===== src/rtl/dac_stream_tx.sv =====
// FIFO-buffered sample streamer driving a parallel DAC at CLK/DIV.
// Optional macro DAC_OFFSET_BINARY_EN selects offset-binary output coding (midscale 16'h8000).
module dac_stream_tx #(
  parameter int DATA_W      = 16,
  parameter int FIFO_DEPTH  = 16,
  parameter int DIV         = 4,
  parameter int PRIME_LEVEL = 8
) (
  input  logic                        CLK,
  input  logic                        RESET,
  input  logic                        ENABLE,
  input  logic [DATA_W-1:0]           DIN,
  input  logic                        DIN_VALID,
  output logic                        DIN_READY,
  output logic [DATA_W-1:0]           DAC_DATA,
  output logic                        DAC_CLK,
  output logic [$clog2(FIFO_DEPTH):0] FIFO_LEVEL,
  output logic                        RUNNING,
  output logic                        UNDERFLOW,
  input  logic                        UNDERFLOW_CLR
);

  localparam int AW = $clog2(FIFO_DEPTH);
  localparam int PW = $clog2(DIV);
  localparam logic [AW:0]   PRIME_CNT  = (AW+1)'(PRIME_LEVEL);
  localparam logic [AW:0]   DEPTH_CNT  = (AW+1)'(FIFO_DEPTH);
  localparam logic [PW-1:0] LAST_PHASE = PW'(DIV - 1);
  localparam logic [PW-1:0] HALF_PHASE = PW'(DIV / 2);

`ifdef DAC_OFFSET_BINARY_EN
  localparam logic [DATA_W-1:0] MIDSCALE = {1'b1, {(DATA_W-1){1'b0}}};
`else
  localparam logic [DATA_W-1:0] MIDSCALE = {DATA_W{1'b0}};
`endif

  function automatic logic [DATA_W-1:0] to_dac(input logic [DATA_W-1:0] s);
`ifdef DAC_OFFSET_BINARY_EN
    return {~s[DATA_W-1], s[DATA_W-2:0]};
`else
    return s;
`endif
  endfunction

  typedef enum logic [1:0] {IDLE = 2'd0, PRIME = 2'd1, RUN = 2'd2} state_t;

  state_t            state;
  logic [DATA_W-1:0] mem [FIFO_DEPTH];
  logic [AW-1:0]     wr_ptr;
  logic [AW-1:0]     rd_ptr;
  logic [AW:0]       count;
  logic [AW:0]       count_next;
  logic [PW-1:0]     phase;
  logic [PW-1:0]     phase_next;
  logic              strobe;
  logic              push;
  logic              pop;
  logic              starve;

  assign FIFO_LEVEL = count;

  // Handshake, strobe and FIFO bookkeeping; a coincident push is never visible to the pop.
  always_comb begin
    strobe = (phase == LAST_PHASE);
    push   = DIN_VALID && DIN_READY;
    pop    = 1'b0;
    starve = 1'b0;
    if (ENABLE && strobe) begin
      case (state)
        PRIME:   pop = (count >= PRIME_CNT);
        RUN: begin
          pop    = (count != {(AW+1){1'b0}});
          starve = (count == {(AW+1){1'b0}});
        end
        default: pop = 1'b0;
      endcase
    end else begin
      pop    = 1'b0;
      starve = 1'b0;
    end
    count_next = count + {{AW{1'b0}}, push} - {{AW{1'b0}}, pop};
    if (state == IDLE && ENABLE) begin
      phase_next = {PW{1'b0}};
    end else if (strobe) begin
      phase_next = {PW{1'b0}};
    end else begin
      phase_next = phase + PW'(1);
    end
  end

  // Sample storage; stale contents are harmless because the pointers are reset.
  always_ff @(posedge CLK) begin
    if (push) begin
      mem[wr_ptr] <= DIN;
    end
  end

  // Control FSM, pointers and all registered outputs.
  always_ff @(posedge CLK) begin
    if (RESET) begin
      state     <= IDLE;
      phase     <= {PW{1'b0}};
      wr_ptr    <= {AW{1'b0}};
      rd_ptr    <= {AW{1'b0}};
      count     <= {(AW+1){1'b0}};
      DIN_READY <= 1'b0;
      DAC_DATA  <= MIDSCALE;
      DAC_CLK   <= 1'b0;
      RUNNING   <= 1'b0;
      UNDERFLOW <= 1'b0;
    end else begin
      phase     <= phase_next;
      count     <= count_next;
      DIN_READY <= (count_next < DEPTH_CNT);
      // The next state is non-IDLE exactly when ENABLE is high, so it gates the DAC clock.
      DAC_CLK   <= ENABLE && (phase_next >= HALF_PHASE);
      if (push) begin
        wr_ptr <= wr_ptr + AW'(1);
      end
      if (pop) begin
        rd_ptr <= rd_ptr + AW'(1);
      end
      if (starve) begin
        UNDERFLOW <= 1'b1;
      end else if (UNDERFLOW_CLR) begin
        UNDERFLOW <= 1'b0;
      end
      case (state)
        IDLE: begin
          DAC_DATA <= MIDSCALE;
          RUNNING  <= 1'b0;
          if (ENABLE) begin
            state <= PRIME;
          end
        end
        PRIME: begin
          if (!ENABLE) begin
            state <= IDLE;
          end else if (pop) begin
            state    <= RUN;
            RUNNING  <= 1'b1;
            DAC_DATA <= to_dac(mem[rd_ptr]);
          end
        end
        RUN: begin
          if (!ENABLE) begin
            state    <= IDLE;
            RUNNING  <= 1'b0;
            DAC_DATA <= MIDSCALE;
          end else if (pop) begin
            DAC_DATA <= to_dac(mem[rd_ptr]);
          end
        end
        default: begin
          state    <= IDLE;
          RUNNING  <= 1'b0;
          DAC_DATA <= MIDSCALE;
        end
      endcase
    end
  end

endmodule


===== config.mk =====
export PLATFORM = sky130hd
export DESIGN_NAME = dac_stream_tx
export DESIGN_NICKNAME = d
export VERILOG_FILES = /design/src/rtl/dac_stream_tx.sv
export SDC_FILE = /design/constraint.sdc
export NUM_CORES = 1
export LEC_CHECK = 0
export CORE_AREA = 2 2 164 166
export CTS_CLUSTER_SIZE = 16
export DETAILED_ROUTE_END_ITERATION = 12
export DIE_AREA = 0 0 166 168
export PLACE_DENSITY = 0.63
export SYNTH_ARGS = -nofsm -noshare
export SYNTH_HDL_FRONTEND = slang
export SYNTH_SLANG_ARGS = --single-unit

===== constraint.sdc =====
create_clock -name CLK -period 7.8 [get_ports CLK]
set_clock_uncertainty 0.15 [all_clocks]
set_input_delay 2.34 -clock CLK [delete_from_list [all_inputs] [get_ports CLK]]
set_output_delay 2.34 -clock CLK [all_outputs]
set_load 0.1 [all_outputs]

Yosys cells after proc, flatten, opt, wreduce, memory -nomap -nowiden. Memory sizes are Yosys's and may differ from the RTL's. A register that Yosys moved wholly into a read port is not among the register bits. Cells that the tools add are included.

Bits in registers: 37. Input bits: 21. Logic and storage cells: 62. Memories: 1. RAM bits: 256.

Equal/unequal tests: 8. Magnitude comparators: 3. Mux-type cells: 25. $add $sub $neg: 5. Reduce and logical (&&, ||, !) cells: 10.

Memories: mem (words 16, bits a word 16, read ports 1, clocked after Yosys merged registers in 1, write ports 1, line 47) `logic [DATA_W-1:0] mem [FIFO_DEPTH];`.

Operators with widths (count): two-way mux 16 bit (3); case mux 16 bit (2 select lines) (1); two-way mux 2 bit (6); two-way mux 1 bit (10); adder 4 x 1 -> 4 bit (second input constant) (2); two-way mux 4 bit (2); != test 2 bit (second input constant) (4); case mux 2 bit (3 select lines) (1); AND reduction 3 bit (2); adder 5 x 1 -> 5 bit (1); greater-or-equal comparator 5 x 4 -> 1 bit (second input constant) (1); logical NOT 5 bit (1); < comparator 5 bit (second input constant) (1); nonzero test 5 bit (1); subtractor 5 x 1 -> 5 bit (1); == test 2 bit (second input constant) (2); logical AND 1 bit (4); case mux 1 bit (2 select lines) (2); != test 3 bit (second input constant) (1); adder 2 x 1 -> 2 bit (second input constant) (1); == test 2 x 1 -> 1 bit (second input constant) (1); greater-or-equal comparator 2 bit (second input constant) (1); logical NOT 2 bit (1); nonzero test 2 bit (1).

Longest topological paths before layout.
Depth after elaboration: 6. Depth in mapped cells: 15.

Worst setup path after synthesis. Ideal clock, no wire load.

Path kind: input to register. Start point: in ENABLE. End point: reg count[4], in the netlist FIFO_LEVEL[4]. Stages: 14. Arrival time: 4.623 ns. Required time: 7.535 ns. Slack: 2.912 ns. Path buffers: 2. Cell sequence: buf_4 -> nand4_2 -> o22a_4 -> inv_1 -> clkbuf_1 -> ha_1 -> inv_1 -> ha_1 -> inv_1 -> fa_1 -> nand2b_1 -> a21oi_1 -> nor3_1 -> o21ba_2.

Cells in the longest elaborated chain, start to end: 3.

Ends and longest elaborated chain: start, declared (line 11) `input logic ENABLE,`; logical AND 1 bit (line 67) `if (ENABLE && strobe) begin`; two-way mux 1 bit (line 67); subtractor 5 x 1 -> 5 bit (line 80) `count_next = count + {{AW{1'b0}}, push} - {{AW{1'b0}}, pop};`; end signal, assigned (line 104) `count <= {(AW+1){1'b0}};`; end signal, assigned (line 112) `count <= count_next;`; end, declared (line 50) `logic [AW:0] count;`.

No other way between the ends. A chain may end at the register's enable or synchronous reset.

Worst setup path in the final report. Ends and elaborated chain as after synthesis.

==> summary.txt <==
Synth
  • Syn nets: 626
  • Post-synthesis sequential area ratio: 73.2%
  • Synthesized instance count: 588
  • Yosys Warn Count: 0
  • Synth Cell Area: 11600 um^2
  • Distinct cell type count after synthesis: 45
  • Cell taking the most area after synthesis: edfxtp_1
  • Top cell type's share of synthesized area: 66.1%
  • Avg Inst Size Synth: 19.8 um^2
  • Ys async rst share: 0%
  • Post-synthesis register bit count: 297
  • Area contributors post-synth: edfxtp_1, mux4_2, dfxtp_1
  • Post-synth top flop: edfxtp_1
  • Post-synth EDFFs: 256

Die
  • Die W: 166 um
  • Die area: 27900 um^2
  • Starting density of the core: 44.1%
  • Num ports: 46
  • Row count: 60
  • Height of the die: 168 um
  • Core Box Area: 26400 um^2

Cells and area
  • Commonest non-fill, non-tap cell in the layout: edfxtp_1
  • Fin util: 50.8%
  • Share of cells above drive strength 1: 23.5%
  • Area of the multi-input gates: 2850 um^2
  • Area growth syn-to-layout: 15.1%
  • Filler cell count in the final layout: 2081
  • Net count, final: 691
  • Register area: 8510 um^2
  • Most frequent cells in the layout: edfxtp_1, mux4_2, clkdlybuf4s50_1, dfxtp_1, inv_1

Route
  • WL/cell: 23.5 um
  • DR iter-0 viols: 534
  • Routed wire length: 24000 um
  • Final antenna-violating net count: 0
  • DRC viols: 0
  • Drt first pass iters: 5
  • DR vias: 5621
  • Via density: 5.52

Clocking
  • Cells resized by post-CTS repair: 0
  • H-tree levels: 1
  • Clk slew on worst S/H paths: 0.06 ns
  • Worst-skew pair later-pin latency: 0.54 ns
  • Root buffer selected by CTS: clkbuf_16
  • Hold_buf cts: 0
  • Cts bufs inserted: 29
  • Clk sinks: 297
  • CTS tree: yes
  • Bufs on Longest Clock Path: 3
  • Post-CTS Setup Inserts: 0

Pwr
  • Share of power burned in registers: 52.8%
  • Power share of the combinational group: 8.1%
  • Pwr Density: 252 nW/um^2
  • Clk pwr share: 39.1%
  • NetSw: 757 uW
  • Cell-internal power: 2620 uW
  • Leakage power: 0.00413 uW
  • Worst vdd ir: 0.284 mV
  • Switching share of total power: 22.4%
  • Total power: 3370 uW

Timing
  • Final-report setup violation count: 0
  • Normalized max-slew margin: 18.2%
  • Final worst slack: 2.86 ns
  • Fmax: 0.203 GHz
  • RSZ-0062 raised after global routing: no
  • Final period util: 63.3%
  • Fin. max-slew vios: 0
  • Final worst path period need: 4.94 ns
  • Hold slack: 0.279 ns
  • Worst-Margin Slew: 1.23 ns
  • Final Hold Viols: 0
  • Setup TNS: 0 ns

GRT
  • Pin count of the biggest net entering global routing: 65
  • First-pass GRT wire length: 36500 um
  • Vias in the first global route: 5974
  • GRT Total Usage: 17.4%
  • Initial antenna violation count: 1
  • Total gr overflow: 0

Worst setup path
  • Critical Path Start Type: primary input
  • FF-to-FF path depth: 14
  • CP Capture Type: register
  • Critical Path Fanout Max: 12
  • Req. time, crit path: 8.08 ns
  • CP arrival: 5.21 ns
  • Crit path kind: primary input to register

Run status
  • Status: complete, no violations

Flow run
  • Max-Cap Viols: 0

Worst hold path
  • WHS Path Cells: 1
  • Hold Path Class: register to register

Place
  • RD Place Congestion: 0.776
  • Port buffer count: 45
  • Worst slack, placed: 2.35 ns
  • Hpwl dp: 13600 um
cell usage after synthesis, types with 2 or more instances:
cell,number
and3_1,5
mux4_2,64
o221ai_2,10
nor3_1,3
nor2_1,10
nor2b_1,2
mux2_2,17
nand3_1,20
clkbuf_1,11
edfxtp_1,256
nor3b_1,2
buf_2,6
ha_1,16
mux2i_1,16
nand2_1,9
xor2_1,3
dfxtp_1,41
buf_6,4
a21oi_1,12
nand2b_1,2
and2_1,13
or3_2,2
o21ai_0,2
inv_1,31
buf_4,2
buf_1,3
xnor2_1,3
o221ai_1,6
logic make-up (layout without fill, tap and decap cells):
family	Yosys count	count (layout)	synth area share [%]
AOI/OAI and AO/OA	37	37	2.95
DFF	297	297	73.2
and+or+nand+nor	76	76	3.71
xor gates and xnor gates	6	6	0.452
other	0	1	0
buffers and inverters	58	146	2.40
adders and majority gates	17	17	1.89
muxes	97	97	15.4
power by group through the flow:
| stage | Combinational [uW] | Clock [uW] | Sequential, uW |
|---|---|---|---|
| 3_3_place_gp | 266 | 0 | 1810 |
| 3_5_place_dp | 274 | 0 | 1820 |
| 5_1_grt | 293 | 1420 | 1790 |
| 4_1_cts | 275 | 1350 | 1780 |
| 6_report | 272 | 1320 | 1780 |
| 2_1_floorplan | 114 | 0 | 1880 |
layer usage:
metal	track usage, %	part of all wire, %	up-vias
li1	-	-	2495
met1	23.3	43	2887
met2	30.4	50	191
met3	2.52	5.2	48
met4	4.35	2.0	0
met5	0	0	-
state kept, by name (all words and copies together) (netlist names), named ones only:
register    count
RUNNING         1
wr_ptr          4
DIN_READY       1
phase           2
UNDERFLOW       1
DAC_DATA       16
rd_ptr          4
FIFO_LEVEL      5
mem           256
DAC_CLK         1
state           2
metrics by stage:
stage,area (um^2),cells
after floorplan,11600,588
after global placement,12500,963
after detailed placement,12500,963
after CTS,13400,1017
after global routing,13400,1018
final,13400,1018
path summary, 6_finish.rpt:
check | startpoint | endpoint | slack [ns]
max reg2reg | state[0] | FIFO_LEVEL[4] | 4.62
max | ENABLE | FIFO_LEVEL[4] | 2.86
min reg2reg | phase[0] | phase[0] | 0.28
min | phase[0] | phase[0] | 0.28
area by class of cell:
| type | instances | area share (%) |
|---|---|---|
| Clock inverter | 8 | 0.533 |
| Antenna cell | 1 | 0.0187 |
| Sequential cell | 297 | 63.6 |
| Tap cell | 341 | 3.19 |
| Clock buffer | 46 | 6.20 |
| Inverter | 31 | 0.870 |
| Multi-Input combinational cell | 233 | 21.3 |
| Timing Repair Buffer | 61 | 4.26 |
critical path, stage by stage:
cell and delay, ns:
clkdlybuf4s50_1 0.72, nand4b_1 0.21, o22a_4 0.29, inv_1 0.08, ha_1 0.22, inv_1 0.05
ha_1 0.15, inv_1 0.06, fa_1 0.42, nand2b_1 0.17, a21oi_1 0.21, nor3_1 0.09
o21ba_2 0.20
(Power assumes the default switching activity.)
